## config.mk

```make
export PLATFORM = sky130hd
export DESIGN_NAME = apb_ram_wait
export DESIGN_NICKNAME = d
export VERILOG_FILES = /design/src/rtl/apb_ram_pkg.sv /design/src/rtl/apb_ram_mem.sv /design/src/rtl/apb_ram_wait.sv
export SDC_FILE = /design/constraint.sdc
export NUM_CORES = 2
export LEC_CHECK = 0
export BUFFER_PORTS_ARGS = -buffer_cell sky130_fd_sc_hd__clkbuf_2
export CORE_MARGIN = 4
export CORE_UTILIZATION = 40
export DETAILED_ROUTE_END_ITERATION = 12
export GPL_TIMING_DRIVEN = 1
export PLACE_DENSITY = 0.59
export RECOVER_POWER = 25
export SLEW_MARGIN = 10
export SYNTH_ARGS = -nofsm -noshare
export SYNTH_HDL_FRONTEND = slang
export SYNTH_SLANG_ARGS = --single-unit
```

## constraint.sdc

```tcl
create_clock -name pclk -period 4.9 [get_ports pclk]
set_input_delay 0.49 -clock pclk [delete_from_list [all_inputs] [get_ports pclk]]
set_output_delay 0.49 -clock pclk [all_outputs]
set_load 0.05 [all_outputs]
```

## src/rtl/apb_ram_pkg.sv

```systemverilog
`default_nettype none
// ============================================================================
//  Module   : apb_ram_pkg
//  Purpose  : Shared types and helpers for the wait-state APB scratch RAM.
//  Revision : 1.0 - initial release
// ============================================================================
package apb_ram_pkg;

  // Largest supported number of inserted access-phase wait states
  localparam int MAX_WAIT = 15;

  // Transfer-tracking states of the slave
  typedef enum logic [1:0] {
    IDLE  = 2'd0,
    WAIT  = 2'd1,
    READY = 2'd2
  } state_t;

  // Number of byte-offset address bits below the word index
  function automatic int addr_lsb(input int data_width);
    return $clog2(data_width / 8);
  endfunction

endpackage
`default_nettype wire

```

## src/rtl/apb_ram_mem.sv

```systemverilog
`default_nettype none
// ============================================================================
//  Module   : apb_ram_mem
//  Purpose  : DEPTH x DATA_WIDTH word storage with asynchronous clear, a
//             byte-enabled write port and a registered read port.
//  Revision : 1.0 - initial release
// ============================================================================
module apb_ram_mem #(
  parameter int DATA_WIDTH = 32,
  parameter int DEPTH      = 32,
  parameter int IDX_W      = 5
) (
  input  logic                    clk,
  input  logic                    rst_n,
  input  logic                    i_wr_en,
  input  logic [IDX_W-1:0]        i_wr_idx,
  input  logic [DATA_WIDTH-1:0]   i_wr_data,
  input  logic [DATA_WIDTH/8-1:0] i_wr_strb,
  input  logic                    i_rd_en,
  input  logic [IDX_W-1:0]        i_rd_idx,
  input  logic                    i_rd_zero,
  output logic [DATA_WIDTH-1:0]   o_rd_data
);

  localparam int c_nb = DATA_WIDTH / 8;

  logic [DATA_WIDTH-1:0] r_mem [DEPTH];
  logic [DATA_WIDTH-1:0] r_rd_data;

  // Storage: cleared on reset, otherwise updated lane by lane under the strobes
  always_ff @(posedge clk or negedge rst_n) begin
    if (!rst_n) begin
      for (int i = 0; i < DEPTH; i++) begin
        r_mem[i] <= '0;
      end
    end else if (i_wr_en) begin
      for (int b = 0; b < c_nb; b++) begin
        if (i_wr_strb[b]) begin
          r_mem[i_wr_idx][8*b +: 8] <= i_wr_data[8*b +: 8];
        end
      end
    end
  end

  // Read register: loads a word (or zero for a faulted access) and holds otherwise
  always_ff @(posedge clk or negedge rst_n) begin
    if (!rst_n) begin
      r_rd_data <= '0;
    end else if (i_rd_en) begin
      r_rd_data <= i_rd_zero ? '0 : r_mem[i_rd_idx];
    end
  end

  assign o_rd_data = r_rd_data;

endmodule
`default_nettype wire

```

## src/rtl/apb_ram_wait.sv

```systemverilog
`default_nettype none
// ============================================================================
//  Module   : apb_ram_wait
//  Purpose  : Parametrised APB4 slave RAM with byte strobes, programmable
//             access-phase wait states and pslverr on bad addresses.
//  Revision : 1.0 - initial release
// ============================================================================
module apb_ram_wait
  import apb_ram_pkg::*;
#(
  parameter int ADDR_WIDTH  = 32,
  parameter int DATA_WIDTH  = 32,
  parameter int DEPTH       = 32,
  parameter int WAIT_STATES = 0
) (
  input  logic                    pclk,
  input  logic                    presetn,
  input  logic [ADDR_WIDTH-1:0]   paddr,
  input  logic                    psel,
  input  logic                    penable,
  input  logic                    pwrite,
  input  logic [DATA_WIDTH-1:0]   pwdata,
  input  logic [DATA_WIDTH/8-1:0] pstrb,
  output logic [DATA_WIDTH-1:0]   prdata,
  output logic                    pready,
  output logic                    pslverr
);

  localparam int                    c_lsb      = addr_lsb(DATA_WIDTH);
  localparam int                    c_idx_w    = (DEPTH > 1) ? $clog2(DEPTH) : 1;
  localparam logic [ADDR_WIDTH-1:0] c_lsb_mask = ADDR_WIDTH'((1 << c_lsb) - 1);
  localparam logic [ADDR_WIDTH-1:0] c_depth    = ADDR_WIDTH'(DEPTH);
  localparam logic [3:0]            c_wait     = 4'(WAIT_STATES);

  state_t                    r_state;
  state_t                    w_next;
  logic [3:0]                r_cnt;
  logic [c_idx_w-1:0]        r_idx;
  logic                      r_err;
  logic                      r_write;
  logic [DATA_WIDTH-1:0]     r_wdata;
  logic [DATA_WIDTH/8-1:0]   r_strb;
  logic                      r_pready;
  logic                      r_pslverr;

  logic [ADDR_WIDTH-1:0]     w_word;
  logic                      w_err_live;
  logic [c_idx_w-1:0]        w_idx_live;
  logic                      w_capture;
  logic                      w_enter_ready;
  logic                      w_complete;
  logic                      w_leave_ready;
  logic [c_idx_w-1:0]        w_rd_idx;
  logic                      w_rd_err;
  logic                      w_rd_write;
  logic                      w_wr_en;
  logic                      w_rd_en;

  // Live decode of the bus address; high address bits take part in the range test
  assign w_word     = paddr >> c_lsb;
  assign w_err_live = ((paddr & c_lsb_mask) != '0) || (w_word >= c_depth);
  assign w_idx_live = w_word[c_idx_w-1:0];

  // Next-state and per-edge control decisions
  always_comb begin
    w_next        = r_state;
    w_capture     = 1'b0;
    w_enter_ready = 1'b0;
    w_complete    = 1'b0;
    w_leave_ready = 1'b0;
    w_rd_idx      = r_idx;
    w_rd_err      = r_err;
    w_rd_write    = r_write;
    case (r_state)
      IDLE: begin
        if (psel && !penable) begin
          w_capture  = 1'b1;
          // A zero-wait slave enters READY on the setup edge, so use the live decode
          w_rd_idx   = w_idx_live;
          w_rd_err   = w_err_live;
          w_rd_write = pwrite;
          if (c_wait == 4'd0) begin
            w_next        = READY;
            w_enter_ready = 1'b1;
          end else begin
            w_next = WAIT;
          end
        end
      end
      WAIT: begin
        if (!psel) begin
          w_next = IDLE;
        end else if (r_cnt == 4'd1) begin
          w_next        = READY;
          w_enter_ready = 1'b1;
        end
      end
      READY: begin
        if (!psel) begin
          w_next        = IDLE;
          w_leave_ready = 1'b1;
        end else if (penable) begin
          w_complete    = 1'b1;
          w_leave_ready = 1'b1;
          w_next        = IDLE;
        end
      end
      default: begin
        w_next = IDLE;
      end
    endcase
  end

  // State register
  always_ff @(posedge pclk or negedge presetn) begin
    if (!presetn) begin
      r_state <= IDLE;
    end else begin
      r_state <= w_next;
    end
  end

  // Request capture at the setup edge and wait-state countdown
  always_ff @(posedge pclk or negedge presetn) begin
    if (!presetn) begin
      r_cnt   <= '0;
      r_idx   <= '0;
      r_err   <= 1'b0;
      r_write <= 1'b0;
      r_wdata <= '0;
      r_strb  <= '0;
    end else if (w_capture) begin
      r_cnt   <= c_wait;
      r_idx   <= w_idx_live;
      r_err   <= w_err_live;
      r_write <= pwrite;
      r_wdata <= pwdata;
      r_strb  <= pstrb;
    end else if (r_state == WAIT && r_cnt != 4'd0) begin
      r_cnt <= r_cnt - 4'd1;
    end
  end

  // Registered response flags: raised on READY entry, dropped when READY is left
  always_ff @(posedge pclk or negedge presetn) begin
    if (!presetn) begin
      r_pready  <= 1'b0;
      r_pslverr <= 1'b0;
    end else if (w_enter_ready) begin
      r_pready  <= 1'b1;
      r_pslverr <= w_rd_err;
    end else if (w_leave_ready) begin
      r_pready  <= 1'b0;
      r_pslverr <= 1'b0;
    end
  end

  // Writes commit only on the completing edge; reads load on READY entry
  assign w_wr_en = w_complete && r_write && !r_err;
  assign w_rd_en = w_enter_ready && !w_rd_write;

  apb_ram_mem #(
    .DATA_WIDTH (DATA_WIDTH),
    .DEPTH      (DEPTH),
    .IDX_W      (c_idx_w)
  ) u_mem (
    .clk       (pclk),
    .rst_n     (presetn),
    .i_wr_en   (w_wr_en),
    .i_wr_idx  (r_idx),
    .i_wr_data (r_wdata),
    .i_wr_strb (r_strb),
    .i_rd_en   (w_rd_en),
    .i_rd_idx  (w_rd_idx),
    .i_rd_zero (w_rd_err),
    .o_rd_data (prdata)
  );

  assign pready  = r_pready;
  assign pslverr = r_pslverr;

endmodule
`default_nettype wire

```

### After elaboration in Yosys (flattened, before gate mapping)

Cells that the tools add are included.

* flip-flop bits (word level): 1107
* latch bits: 0
* RAM bits: 0
* ROM bits: 0
* bits of input ports: 73
* memories kept: 0

* $add $sub $neg: 1
* $mul: 0
* div/mod/pow operators: 0
* $lt $le $gt $ge: 4
* eq/ne operators: 6
* shift-type cells: 0
* multiplexer cells: 50
* bitwise operators: 2
* reductions and logical operators: 16

Operator list (count)
* $mux W1024: 7
* $bwmux W1024: 4
* $demux W32 S5: 4
* $bmux W32 S5: 1
* $mux W32: 4
* $reduce_bool A32 Y1: 1
* $ge A30 B6 Y1 const B: 1
* $mux W24: 1
* $mux W1: 16
* $mux W16: 1
* $ge A6 B6 Y1 const B: 2
* $not A5 Y6: 2
* $mux W2: 5
* $mux W5: 2
* $mux W4: 2
* $mux W8: 1
* $logic_and A1 B1 Y1: 6
* $lt A6 B1 Y1 const B: 1
* $ne A3 B3 Y1 const B: 2
* $pmux W2 S3: 1
* $eq A4 B1 Y1 const B: 1
* $reduce_bool A2 Y1: 2
* $reduce_bool A4 Y1: 1
* $sub A4 B1 Y4 const B: 1
* 8 further kinds: 10

### Depth between registers and ports, before layout

* depth in word-level cells: 16
* gate-level depth with buffers: 12

### Hierarchy

A second synthesis with hierarchy kept.

* cell total of the unflattened synthesis: 3383
* area total of the unflattened synthesis: 50180.6 µm²

By module, submodules not included
* apb_ram_mem: times used 1, cells each 3253, area an instance 48260.0 µm², sequential area each 26425.3 µm²
* apb_ram_wait: times used 1, cells each 130, area an instance 1920.6 µm², sequential area each 1151.1 µm²

### Least setup slack after synthesis

Ideal clock, no wire load.

* path kind: input-to-reg
* start: input port penable
* end: register u_mem.r_rd_data[10] (netlist: u_mem.o_rd_data[10])
* library setup time: 0.126 ns
* arrival: 2.448 ns
* data required time: 4.774 ns
* path slack: 2.326 ns
* stages on the path: 8
* cells stage by stage: or3b_4 > buf_6 > a21oi_4 > buf_6 > mux2i_1 > o22ai_1 > or4_1 > a221o_1

* cells in the longest elaborated chain, start to end: 9

RTL lines
* start, declared: line apb_ram_wait.sv:20 `input logic penable,`
* $logic_not A1 Y1 (*): line apb_ram_wait.sv:76 `if (psel && !penable) begin`
* $logic_and A1 B1 Y1 (*): line apb_ram_wait.sv:76
* $mux W5: line apb_ram_wait.sv:76
* $mux W5: line apb_ram_wait.sv:74 `case (r_state)`
* $not A5 Y6 (not written as such): line apb_ram_mem.sv:50 `r_rd_data <= i_rd_zero ? '0 : r_mem[i_rd_idx];`
* $bmux W32 S5: line apb_ram_mem.sv:50
* $mux W32 (not written as such) (2 in a row): line apb_ram_mem.sv:50
* $mux W32: line apb_ram_mem.sv:50
* end signal, assigned: line apb_ram_mem.sv:50
* end, declared: line apb_ram_mem.sv:28 `logic [DATA_WIDTH-1:0] r_rd_data;`

Every way passes the cells marked *; elsewhere a longest branch is shown, timed or not. The select of a mux whose other input is x is not followed.
A chain may end at the register's enable or synchronous reset.

### Final worst setup path

* start: register r_state[1]
* end: register u_mem.r_rd_data[19] (netlist: u_mem.o_rd_data[19])

* cells in the longest elaborated chain, start to end: 7

RTL lines
* start, declared: line apb_ram_wait.sv:35 `state_t r_state;`
* start signal, assigned: line apb_ram_wait.sv:119 `r_state <= w_next;`
* $logic_not A2 Y1: line apb_ram_wait.sv:74
* $mux W5: line apb_ram_wait.sv:74
* $not A5 Y6 (not written as such): line apb_ram_mem.sv:50
* $bmux W32 S5: line apb_ram_mem.sv:50
* $mux W32 (not written as such) (2 in a row): line apb_ram_mem.sv:50
* $mux W32: line apb_ram_mem.sv:50

Several ways; a longest one is shown, not always the timed one. The select of a mux whose other input is x is not followed.

==> flow_metrics.tcl <==
set metrics [dict create \
    cap_viol_max_count 3 \
    rsz0062_at_grt "false" \
    worstPathMaxFanout 79 \
    grt_pass1_wl_mm 239 \
    reg2reg_to "u_mem.o_rd_data[19]$_DFFE_PN0P_" \
    period_minus_slack_ns 3.98 \
    status "finished, violations left" \
    finalHoldViolCount 0 \
    ant_nets 0 \
    ys_top_cells_by_area "dfrtp_1 (53%), mux2_2 (20%), mux2i_1 (5.2%)" \
    clock_latency_ns 0.71 \
    final.period_utilization 0.812 \
    rr_worst_depth 7 \
    drive_gt1_frac 0.308 \
    violations "capacitance limit, slew limit" \
    ios 107 \
    wl_per_cell_um 25.4 \
    cts_tree "yes" \
    synth_cell_type_count 46 \
    dr.pass1.iters 6 \
    worst_pin_slew_ns 2.80 \
    synth.most_common_cell "dfrtp_1" \
    ir_worst_vdd_mv 0.510 \
    htreeDepth 3 \
    synth_warnings 0 \
    synth_cells 4327 \
    floorplan.initialDensity 0.404 \
    start_kind "flip-flop" \
    drt-initial-drc-count 3185 \
    rows 131 \
    setup_viol 0 \
    crit_path_end_kind "flip-flop" \
    synthArstFlopShare 1.00 \
    worstPathRequired_ns 5.52 \
    die_w_um 367 \
    drv_slew 142 \
    hp-start "pwdata[27]" \
    clk_path_buf_depth 3 \
    power-per-cell-area_nw_per_um2 477 \
    syn_to_final_growth_pct 12.7 \
    synth_ff_type "dfrtp_1" \
    synth_area_per_cell_sq_um 11.9 \
    fmax_mhz 251 \
    crit_arrival_ns 4.60 \
    die_h_um 367 \
    port_buffers 106 \
    globalplace.congestion 0.851 \
    coreArea_sq_um 128000 \
    grtUsageTotal 0.230 \
    yosysTopAreaCell "dfrtp_1" \
    hold_class "in2reg" \
    place_area_sq_um 54100 \
    wirelength_mm 157 \
    ff_latch_area_sq_um 27600 \
    hpwl_mm 101 \
    dieArea_sq_um 135000 \
    leakage_nw 26.8 \
    clk_pin_slew_ns 0.06 \
    numCtsBuffers 114 \
    ctsResizeCount 0 \
    grt_overflow 0 \
    synth_sequential_area_ratio 0.534 \
    hold_end "r_wdata[27]$_DFFE_PN0P_" \
    whs_path_depth 2 \
    path_class "reg2reg" \
    ctsRootBufferMaster "clkbuf_16" \
    drcViolationCount 0 \
    antenna_found_initial 5 \
    synthTopCellsByCount "dfrtp_1 (1102), mux2_2 (920), nand2_1 (465)" \
    vias_per_cell 5.79 \
    yosysTopAreaCellShare 0.534 \
    synth_edf_count 0 \
    rrSetupSlack_ns 0.92 \
    cts.sinks 1102 \
    grt_pass1_vias 36000 \
    reg2reg_from "r_state[1]$_DFFE_PN0P_" \
    finClkSkew_ns 0.0276 \
    synth-seq-cells 1102 \
    via_count 35800 \
    synth_nets 4401 \
    nets 4429 \
    fin_area_sq_um 58200 \
    multi_input_area_sq_um 22100 \
    cts_setup_buffers 0 \
    synth_area_sq_um 51700 \
    grt_max_degree 129 \
    relSlewSlack -0.869 \
    finalSetupTns_ns 0 \
    fill_cells 11700 \
]
per-stage QoR:
| step | cells | util | setup slack, ns | power (mW) | hold WS (ns) |
|---|---|---|---|---|---|
| 3_3_place_gp | 5935 | 0.423 | 0.818 | 18.7 | 0.484 |
| 5_1_grt | 6181 | 0.455 | 0.416 | 28.7 | 0.0252 |
| 4_1_cts | 6181 | 0.456 | 0.906 | 27.9 | 0.000567 |
| 6_report | 6183 | 0.455 | 0.922 | 27.8 | 0.0448 |
| 2_1_floorplan | 4327 | - | 2.33 | 15.2 | 0.194 |
| 3_5_place_dp | 5935 | 0.423 | 0.817 | 18.8 | 0.491 |
flip-flops by register name, indices dropped and copies added (netlist names), 4 cells and up:
name and count:
r_idx 5, u_mem.r_mem 1024, r_strb 4, r_wdata 32
u_mem.o_rd_data 32
final cells by class:
cell class                      count  share of cell area
Sequential cell                  1102               0.474
Multi-Input combinational cell   2728               0.380
Clock buffer                      176              0.0598
Tap cell                         1729              0.0371
Timing Repair Buffer              256              0.0320
Inverter                          153             0.00986
Clock inverter                     37             0.00730
Antenna cell                        2           0.0000859
worst max-delay path: stages (launching register included):
cell	delay, ns
dfrtp_1	0.59
or3b_4	0.64
a21o_4	0.75
buf_12	0.47
a2111oi_0	0.20
nor4_1	0.76
o2111ai_1	0.27
o211ai_1	0.14
logic make-up (layout without fill, tap and decap cells):
| family | Yosys count | in the layout | share of synthesized area |
|---|---|---|---|
| compound gates | 774 | 774 | 0.103 |
| buf+inv | 497 | 622 | 0.0402 |
| flops | 1102 | 1102 | 0.534 |
| fa+ha+maj | 1 | 1 | 0.000242 |
| mux | 1212 | 1212 | 0.262 |
| xor+xnor | 1 | 1 | 0.000170 |
| simple gates | 740 | 740 | 0.0600 |
| other cells | 0 | 2 | 0 |
placed cells by master (no fill, tap or decap), drive strengths merged, types with 59 or more instances in the layout:
master   Yosys  final
mux2i      269    269
a2111oi     88     88
dfrtp     1102   1102
mux2       921    921
buf         89    106
nor2       146    146
inv        153    154
nand2b      59     59
nand2      468    468
a21oi       77     77
clkbuf     255    293
a211oi     193    193
o211ai      80     80
o21ai      203    203
worst max path at each step:
stage                                start                               to  slack, ns  cells past startpoint
floorplan                          penable  u_mem.o_rd_data[10]$_DFFE_PN0P_       2.33                      8
global placement                   penable  u_mem.o_rd_data[19]$_DFFE_PN0P_       0.82                      8
detailed placement                    psel  u_mem.o_rd_data[19]$_DFFE_PN0P_       0.82                      8
CTS                 r_state[1]$_DFFE_PN0P_  u_mem.o_rd_data[19]$_DFFE_PN0P_       0.91                      7
global route                       presetn     u_mem.r_mem[161]$_DFFE_PN0P_       0.42                      3
finish              r_state[1]$_DFFE_PN0P_  u_mem.o_rd_data[19]$_DFFE_PN0P_       0.92                      7
report_power, final:
part | internal, mW | leakage (nW) | switching [mW]
clock | 5.34 | 1.93 | 3.70
sequential | 9.47 | 14.5 | 0.863
combinational | 2.30 | 10.3 | 6.10
total | 17.1 | 26.8 | 10.7
layer usage:
| metal | share of wire | up-vias | wire (um) | track usage |
|---|---|---|---|---|
| li1 | - | 15700 | - | - |
| met1 | 0.44 | 18600 | 69100 | 0.324 |
| met2 | 0.46 | 1233 | 71800 | 0.359 |
| met3 | 0.070 | 270 | 11000 | 0.0407 |
| met4 | 0.034 | 2 | 5270 | 0.0795 |
| met5 | 0.000083 | - | 13 | 0 |
what timing repair did:
item                                    4_1_cts  5_1_grt
hold endpoints to repair                    105        0
endpoints found under the setup margin        0        0
hold buffers                                 33        0
Note: power is estimated with default switching activity, not from simulation.
